==> src/rtl/eq_gain_ramp.sv <==
// eq_gain_ramp: shadow/commit/ramp controller for the 8-band equalizer gains; `define EQ_SOFT_MUTE_EN adds a mute input
module eq_gain_ramp #(
   parameter int NBANDS = 8,
   parameter int GAIN_W = 8,
   parameter int STEP = 1,
   parameter int TICK_DIV = 4,
   parameter logic [GAIN_W-1:0] RESET_GAIN = '0
) (
   input  logic clk,
   input  logic rst,
   input  logic sample_tick,
   input  logic wr_valid,
   output logic wr_ready,
   input  logic [2:0] wr_band,
   input  logic [GAIN_W-1:0] wr_gain,
   input  logic commit,
`ifdef EQ_SOFT_MUTE_EN
   input  logic mute,
`endif
   output logic [NBANDS-1:0][GAIN_W-1:0] g,
   output logic busy,
   output logic ramp_done
);
   localparam int DW = $clog2(TICK_DIV + 1);
   localparam logic signed [GAIN_W:0] STEP_P = STEP[GAIN_W:0];
   localparam logic signed [GAIN_W:0] STEP_N = -STEP_P;
   localparam logic [DW-1:0] DIV_LAST = DW'(TICK_DIV - 1);
   typedef enum logic [1:0] {IDLE, COMMIT, RAMP} state_t;
   state_t state;
   logic [NBANDS-1:0][GAIN_W-1:0] shadow, target, eff, nxt;
   logic signed [GAIN_W:0] d [NBANDS];
   logic [DW-1:0] div;
   logic update, mute_edge;
`ifdef EQ_SOFT_MUTE_EN
   logic mute_q;
   assign eff = mute ? '0 : target;
   assign mute_edge = mute ^ mute_q;
   // remember the last mute level so a change while idle restarts the ramp
   always_ff @(posedge clk or posedge rst)
      if (rst) mute_q <= 1'b0;
      else mute_q <= mute;
`else
   assign eff = target;
   assign mute_edge = 1'b0;
`endif
   // one bounded step toward the effective target; the 9-bit difference cannot overflow on a full swing
   for (genvar i = 0; i < NBANDS; i++) begin : g_band
      assign d[i] = $signed({eff[i][GAIN_W-1], eff[i]}) - $signed({g[i][GAIN_W-1], g[i]});
      assign nxt[i] = d[i] > STEP_P ? g[i] + STEP_P[GAIN_W-1:0] :
                      d[i] < STEP_N ? g[i] - STEP_P[GAIN_W-1:0] : eff[i];
   end
   assign update = state == RAMP && sample_tick && div == DIV_LAST;
   // accepted writes land in the shadow bank only; everything committed later reads from here
   always_ff @(posedge clk or posedge rst)
      if (rst) shadow <= {NBANDS{RESET_GAIN}};
      else if (wr_valid && wr_ready) shadow[wr_band] <= wr_gain;
   // control FSM with tick divider and live gains; all outputs registered with the state
   always_ff @(posedge clk or posedge rst) begin
      if (rst) begin
         state <= IDLE;
         target <= {NBANDS{RESET_GAIN}};
         g <= {NBANDS{RESET_GAIN}};
         div <= '0;
         busy <= 1'b0;
         ramp_done <= 1'b0;
         wr_ready <= 1'b1;
      end else begin
         ramp_done <= 1'b0;
         wr_ready <= 1'b1;
         if (update) g <= nxt;
         if (state == RAMP && sample_tick) div <= update ? '0 : div + 1'b1;
         case (state)
            IDLE:
               if (commit) begin
                  state <= COMMIT;
                  busy <= 1'b1;
                  wr_ready <= 1'b0;
               end else if (mute_edge) begin
                  state <= RAMP;
                  busy <= 1'b1;
               end
            COMMIT: begin
               target <= shadow;
               state <= RAMP;
            end
            RAMP:
               if (commit) begin
                  state <= COMMIT;
                  wr_ready <= 1'b0;
               end else if (g == eff) begin
                  state <= IDLE;
                  busy <= 1'b0;
                  ramp_done <= 1'b1;
                  div <= '0;
               end
            default: state <= IDLE;
         endcase
      end
   end
endmodule

==> config.mk <==
export PLATFORM = sky130hd
export DESIGN_NAME = eq_gain_ramp
export DESIGN_NICKNAME = d
export VERILOG_FILES = /design/src/rtl/eq_gain_ramp.sv
export SDC_FILE = /design/constraint.sdc
export NUM_CORES = 1
export LEC_CHECK = 0
export CORE_ASPECT_RATIO = 0.5
export CORE_MARGIN = 5
export CORE_UTILIZATION = 37
export CTS_CLUSTER_SIZE = 8
export DETAILED_ROUTE_END_ITERATION = 7
export PLACE_DENSITY = 0.62
export SETUP_SLACK_MARGIN = 0.2
export SLEW_MARGIN = 40
export SYNTH_ARGS = -nofsm -noshare
export SYNTH_HDL_FRONTEND = slang
export SYNTH_SLANG_ARGS = --single-unit
==> constraint.sdc <==
create_clock -name clk -period 11.9 [get_ports clk]
set_clock_uncertainty 0.2 [all_clocks]
set_input_delay 2.975 -clock clk [delete_from_list [all_inputs] [get_ports clk]]
set_output_delay 2.975 -clock clk [all_outputs]
set_load 0.02 [all_outputs]
## After elaboration in Yosys (flattened, before gate mapping)

Index checks and enable logic that the tools add are counted.

| storage, ports and cells | value |
|---|---|
| register bits after elaboration | 200 |
| latch bits | 0 |
| RAM bits | 0 |
| memory bits (read-only) | 0 |
| bits of input ports | 16 |
| output and inout port bits | 67 |
| memories kept | 0 |

| cells by class | value |
|---|---|
| add/sub/neg operators | 25 |
| multipliers | 0 |
| divide/modulo/power cells | 0 |
| order comparisons | 18 |
| eq/ne operators | 8 |
| shift operators | 0 |
| muxes and demuxes | 37 |
| bitwise gates (word level) | 0 |
| reduce and logical (&&, ||, !) cells | 9 |

Operators with widths:

| kind | number |
|---|---|
| $mux 8 | 17 |
| $gt 9x2->1 const B | 8 |
| $lt 9x1->1 const B | 8 |
| $sub 8x8->9 | 8 |
| $add 8x1->8 const B | 8 |
| $bwmux 64 | 1 |
| $eq 64x64->1 | 1 |
| $sub 8x1->8 const B | 8 |
| $demux 8 s3 | 1 |
| $mux 3 | 5 |
| $mux 1 | 8 |
| $mux 2 | 3 |
| $pmux 2 s3 | 1 |
| $logic_and 1x1->1 | 4 |
| $lt 3x4->1 const B | 1 |
| $ne 2x2->1 const B | 2 |
| $reduce_and 4->1 | 1 |
| $add 3x1->3 const B | 1 |
| $eq 3x2->1 const B | 1 |
| $ge 3x1->1 const B | 1 |
| $ne 3x2->1 const B | 1 |
| $eq 2x1->1 const B | 1 |
| $eq 2x2->1 const B | 1 |
| $logic_not 2->1 | 1 |
| other kinds (5) | 5 |

## Longest topological paths before layout

Gate-level depths: netlist of the first run.

| logic depth | value |
|---|---|
| depth after elaboration | 8 |
| gate-level depth with buffers | 13 |
| depth with buffers taken out | 12 |

## Worst setup path before layout of the first run

Ideal clock, no wire load.

| path | value |
|---|---|
| path type | input to register |
| start | input port sample_tick |
| end | register g[37] in the netlist's numbering |
| library setup time | 0.121 ns |
| arrival | 4.334 ns |
| required time | 11.579 ns |
| path slack | 7.245 ns |
| cell stages on the path | 8 |
| cells stage by stage | nand4b_1 or2_2 clkbuf_1 clkbuf_1 clkbuf_1 a221oi_1 nand2_1 a22o_1 |

| between the ends | value |
|---|---|
| word-level cells in the longest chain between the ends | 2 |

RTL lines:

| item | RTL line | RTL |
|---|---|---|
| start, declared | 11 | `input logic sample_tick,` |
| $logic_and 1x1->1 (2 in a row) | 52 | `assign update = state == RAMP && sample_tick && div == DIV_LAST;` |
| end signal, assigned | 62 | `g <= {NBANDS{RESET_GAIN}};` |
| end signal, assigned | 70 | `if (update) g <= nxt;` |
| end, declared | 20 | `output logic [NBANDS-1:0][GAIN_W-1:0] g,` |

No other way between the ends.
A chain may end at the register's enable or synchronous reset.

## Worst setup path in the final report of the first run

| path | value |
|---|---|
| start | input port sample_tick |
| end | register g[15] in the netlist's numbering |

Same word-level chain as after synthesis.

==> results.toml, run 1 <==
[power_and_ir_drop]
p_per_area_nw_per_um2 = 262.9
p_leak_nw = 6.752
p_int_mw = 2.282
ir_worst_vdd_mv = 0.09862
combPwrFrac_pct = 58.1
power.switching_fraction_pct = 45.94
seq_power_share_pct = 26.7
clock_power_share_pct = 15.2
switching_power_mw = 1.939

[clocking]
cts-resized-gates = 0
clock_latency_ps = 460
clock_path_buffers = 2
tritoncts = "built"
cts_buffers = 17
holdBufCountCts = 0
cts_htree_levels = 4
path_clk_slew_ps = 80
cts.sinks = 200
postCtsSetupRepairBufs = 0
cts_root_buf = "clkbuf_16"

[logic_synthesis]
ys_ff_latch = 200
avgSynthCellArea_um2 = 9.315
yosys-top-cells-area = "dfrtp_1 (35%), mux2_2 (10%), ha_1 (7.2%)"
yosysMostFrequentCell = "dfrtp_1"
synth-xor-area-share_pct = 3.294
synth_top_family_by_area = "simple AND/OR/NAND/NOR gates"
synth.distinct_cells = 93
syn_area_um2 = 14090
synth-compound-area-share_pct = 18.09
synth_top_area_share_pct = 35.33
synthAdderAreaFrac_pct = 8.327
dominantRegCellSynth = "dfrtp_1"
syn_inst = 1513
synthArstFlopShare_pct = 100.0
synth-seq-area-share_pct = 35.52
synth_edf_count = 0
yosysTopAreaCell = "dfrtp_1"
yosys.area_share.simple_pct = 18.70
synth_mux_area_share_pct = 11.39
yosysWarnings = 0
syn-num-nets = 1618
synthTopCellsByCount = "dfrtp_1 (199), mux2_2 (131), inv_1 (119)"

[drt]
ant_nets = 0
drcViolationCount = 0
dr.first_iter.drc_count = 742
wire_per_inst_um = 17.88
vias = 11745
wl_mm = 37.11
routed_via_density = 5.658
dr.pass1.iters = 7

[sta]
finalMaxSlewViolations = 0
period_minus_slack_ps = 5183
rsz0062_at_grt = "false"
fin_crit_sh_pct = 43.55
setup_viol_count_final = 0
setup_tns_ps = 0
tightest_slew_ps = 843.2
clock.fmax_ghz = 0.1930
max-slew-margin-rel_pct = 43.58
hold_viol = 0

[critical_path]
crit_chain = "clkdlybuf4s50_1 > nand4b_1 > or2_4 > buf_4 > nor2_1 > a221o_1"
worstPathRequired_ps = 12050
path_max_fanout = 70
start_kind = "primary input"
path_class = "in -> reg"
critPathCaptureType = "flop"
cpMaxStageDelayCell = "buf_4"
max_stage_delay_ps = 700
critPathArrivalTime_ps = 5330

[floorplan]
core_area_um2 = 37470
initial_core_util_pct = 37.61
num_rows = 50
io_pins = 83
die_y_um = 148.0
die_w_um = 286.0
die_area_um2 = 42330

[layout]
nets = 1673
final_cell_area_um2 = 16060
drive_gt1_share_pct = 13.66
area_delta_synth_final_pct = 13.92

[place]
io_buffers = 82
place_congestion = 0.8814
hpwlAfterDp_mm = 26.97
placed_area_um2 = 15420

[global_routing]
grt_antenna_before_repair = 2
grt_start_max_net_pins = 121
grt_pass1_wl_mm = 60.31
grt_pass1_vias = 11225
overflow = 0
grt_usage_pct = 17.50

[outcome]
outcome = "complete, no violations"

[job]
maxCapViolCount = 0

[hold_path]
hold_path_class = "reg -> reg"
[critical path, delay by kind of cell]
family                 cells  cell delay (ps)
AO/OA/AOI/OAI              1              380
buffers and inverters      2             1120
AND/OR/NAND/NOR            3              820
[flip-flops by register name (all words and copies together) (netlist names)]
name / cells
ramp_done: 1
busy: 1
state: 2
div: 3
eff: 64
wr_ready: 1
shadow: 64
g: 64
[power by group through the flow]
stage / Sequential, mW / Clock [mW] / Combinational (mW)
final: 1.13 / 0.641 / 2.45
after global routing: 1.16 / 0.683 / 2.73
after CTS: 1.13 / 0.657 / 2.44
after detailed placement: 1.14 / 0 / 2.42
after global placement: 1.14 / 0 / 2.40
after floorplan: 1.12 / 0 / 1.79
[kinds of logic (layout without fill, tap and decap cells)]
| kind of cell | count (synthesis) | count (layout) |
|---|---|---|
| AOI/OAI and AO/OA | 360 | 360 |
| adders and majority gates | 89 | 89 |
| xor gates and xnor gates | 53 | 53 |
| and+or+nand+nor | 496 | 496 |
| other | 0 | 1 |
| DFF | 200 | 200 |
| buffers and inverters | 171 | 239 |
| muxes | 144 | 144 |
[metrics by stage]
step	total power [mW]	cells	worst slack (ps)	util [%]	hold slack [ps]
global route	4.580	2076	6616	42.84	314.3
detailed placement	3.562	2043	6262	41.14	289.0
floorplan	2.906	1513	3273	-	275.0
finish	4.221	2076	6717	42.84	303.3
global placement	3.535	2043	6345	41.06	282.6
CTS	4.227	2075	6767	42.80	304.0
[routing by layer]
metal	global-route usage, %	share of wire, %
met1	24.09	47
met2	29.49	48
met3	2.327	3.4
met4	4.212	1.4
met5	0	0
[cell type report]
class | instances | area, um2
inverters | 119 | 459.2
flip-flops and latches | 200 | 5006
diodes | 1 | 2.502
well taps | 494 | 618.1
clock buffers | 18 | 429.2
clock inverters | 14 | 193.9
multi-input cells | 1142 | 8471
fillers | 3583 | 21420
repair buffers | 88 | 875.8
[final timing paths]
check	start	to	slack (ps)	cells past startpoint
min reg2reg	shadow[30]	eff[30]	300	1
max in group asynchronous	rst	g[50]	7390	3
min in group asynchronous	rst	g[13]	2830	2
max reg2reg	g[10]	g[11]	8030	8
min	shadow[30]	eff[30]	300	1
max	sample_tick	g[15]	6720	6
[cell usage in the layout, fill, tap and decap left out, drive strengths merged, types with 11 or more instances in the layout]
cell and n:
nand2b 36, a21o 20, ha 81, o22ai 12
clkdlybuf4s50 82, nand2 95, nand4 27, dfrtp 199
nor3b 13, nor3 52, nor4 17, nand3 60
and3 20, nor2 89, inv 123, nand3b 16
clkbuf 19, a221oi 15, a211oi 17, mux2i 13
a221o 11, o31ai 13, xnor2 42, xor2 11
a21oi 95, or3 23, o21ai 56, mux2 131
No activity file was read; power rests on OpenSTA's default activity.
==> run 2, diff against run 1 <==
==> constraint.sdc (replaced) <==
create_clock -name clk -period 4.86 [get_ports clk]
set_clock_uncertainty 0.2 [all_clocks]
set_input_delay 1.215 -clock clk [delete_from_list [all_inputs] [get_ports clk]]
set_output_delay 1.215 -clock clk [all_outputs]
set_load 0.02 [all_outputs]
==> run 2 against run 1 <==
  * Clock-buffer cell count increased by 9
  * Core utilization increased by 0.063 points
  * Sequential power increased by 140%
  * Die area unchanged
  * Critical path depth increased by 5
  * Sequential share of layout area about the same
  * Flip-flop and latch count unchanged
  * Non-clock buffer count increased by 5
  * Critical endpoint is now g[43]
  * Largest power group unchanged
==> results.toml, run 2 (synthesized netlist as in run 1, its figures left out) <==
[outcome]
outcome = "complete, no violations"

[critical_path]
worstPathRequired_ps = 5000
path_max_fanout = 8
start_kind = "flop"
critPathCaptureType = "flop"
rr_worst_depth = 11
path_class = "reg -> reg"
rrSetupSlack_ps = 1220
critPathArrivalTime_ps = 3770
timing.rr.end = "g[43]"
r2r_start = "g[40]"

[layout]
area_delta_synth_final_pct = 14.09
nets = 1678
layout_common_cells = "dfrtp_1 (199), mux2_2 (131), inv_1 (118), nand2_1 (95), a21oi_1 (94)"
stdcell_count = 2080
final_common_cell = "dfrtp_1"
drive_gt1_share_pct = 13.62
antenna_cells = 0

[sta]
finalMaxSlewViolations = 0
setup_tns_ps = 0
hold_viol = 0
tightest_slew_ps = 844.4
period_minus_slack_ps = 3636
setup_viol_count_final = 0
clock.fmax_ghz = 0.2750
max-slew-margin-rel_pct = 43.56
fin_crit_sh_pct = 74.82
rsz0062_at_grt = "false"

[clocking]
cts_htree_levels = 4
tritoncts = "built"
cts-resized-gates = 0
path_clk_slew_ps = 70
clock_latency_ps = 450
cts_root_buf = "clkbuf_16"
cts_buffers = 17
cts.sinks = 200
holdBufCountCts = 0
clock_path_buffers = 2
postCtsSetupRepairBufs = 0

[power_and_ir_drop]
clock_power_share_pct = 14.1
p_total_mw = 10.25
switching_power_mw = 4.726
p_leak_nw = 6.763
combPwrFrac_pct = 59.0
power.switching_fraction_pct = 46.10
p_per_area_nw_per_um2 = 637.6
ir_worst_vdd_mv = 0.2879
p_int_mw = 5.526
seq_power_share_pct = 26.9

[global_routing]
grt_usage_pct = 17.55
grt_start_max_net_pins = 104
grt_pass1_wl_mm = 60.60
grt_pass1_vias = 11023
grt_antenna_before_repair = 2
overflow = 0

[floorplan]
die_y_um = 148.0
die_area_um2 = 42330
io_pins = 83
num_rows = 50
core_area_um2 = 37470
initial_core_util_pct = 37.61
die_w_um = 286.0

[job]
maxCapViolCount = 0

[hold_path]
hold_end = "eff[1]"
hold_path_class = "reg -> reg"
hold_depth = 1
hp-start = "shadow[1]"

[drt]
wl_mm = 37.39
routed_via_density = 5.686
vias = 11827
wire_per_inst_um = 17.98
ant_nets = 0
dr.pass1.iters = 5
dr.first_iter.drc_count = 937
drcViolationCount = 0

[place]
io_buffers = 82
hpwlAfterDp_mm = 27.66
dp.cells = 2048
place_congestion = 0.8838
## run 2: worst max path at each step
stage | from | end | slack (ps) | cells past startpoint
floorplan | rst | busy | 860 | 1
global placement | sample_tick | g[42] | 1120 | 7
detailed placement | g[32] | g[35] | 1290 | 11
CTS | g[32] | g[35] | 1250 | 11
global route | g[32] | g[35] | 960 | 11
finish | g[40] | g[43] | 1220 | 11
## run 2: final cells by class
type | count | area, um2
clock inverter | 5 | 62.56
fill | 3576 | 21390
tap | 494 | 618.1
timing repair buffer | 93 | 953.4
multi-input combinational | 1142 | 8466
sequential | 200 | 5006
inverter | 119 | 450.4
clock buffer | 27 | 523.0
## run 2: layer usage
metal  wire (um)  share of wire, %  vias up  track usage [%]
li1            -                 -     5736                -
met1       17740                47     5807            24.82
met2       17560                47      244            28.39
met3        1573               4.2       40            2.573
met4         527               1.4        0            4.575
met5           0                 0        -                0
## run 2: power by group through the flow
stage | logic, mW | registers (mW) | clock network [mW]
2_1_floorplan | 4.37 | 2.74 | 0
3_3_place_gp | 5.91 | 2.78 | 0
3_5_place_dp | 5.96 | 2.79 | 0
4_1_cts | 6.00 | 2.76 | 1.49
5_1_grt | 6.69 | 2.84 | 1.55
6_report | 6.04 | 2.76 | 1.45
## run 2: critical path, stage by stage, from the launching register on
cell and delay, ps:
dfrtp_1 520, ha_1 230, inv_1 60, fa_1 390, a21o_1 200, a221oi_2 280, and2b_2 260, o31a_1 370
a41oi_1 600, a22oi_1 190, o21ai_1 160, a21oi_1 70
## run 2: metrics by stage
stage               worst slack (ps)  util, %  hold WS (ps)  instance area [um2]
finish                          1224    42.91         299.5                16080
global route                   960.3    42.91         309.1                16080
CTS                             1252    42.89         302.5                16070
detailed placement              1288    41.33         287.8                15490
global placement                1117    41.23         281.5                15450
floorplan                      857.5        -         275.0                14100
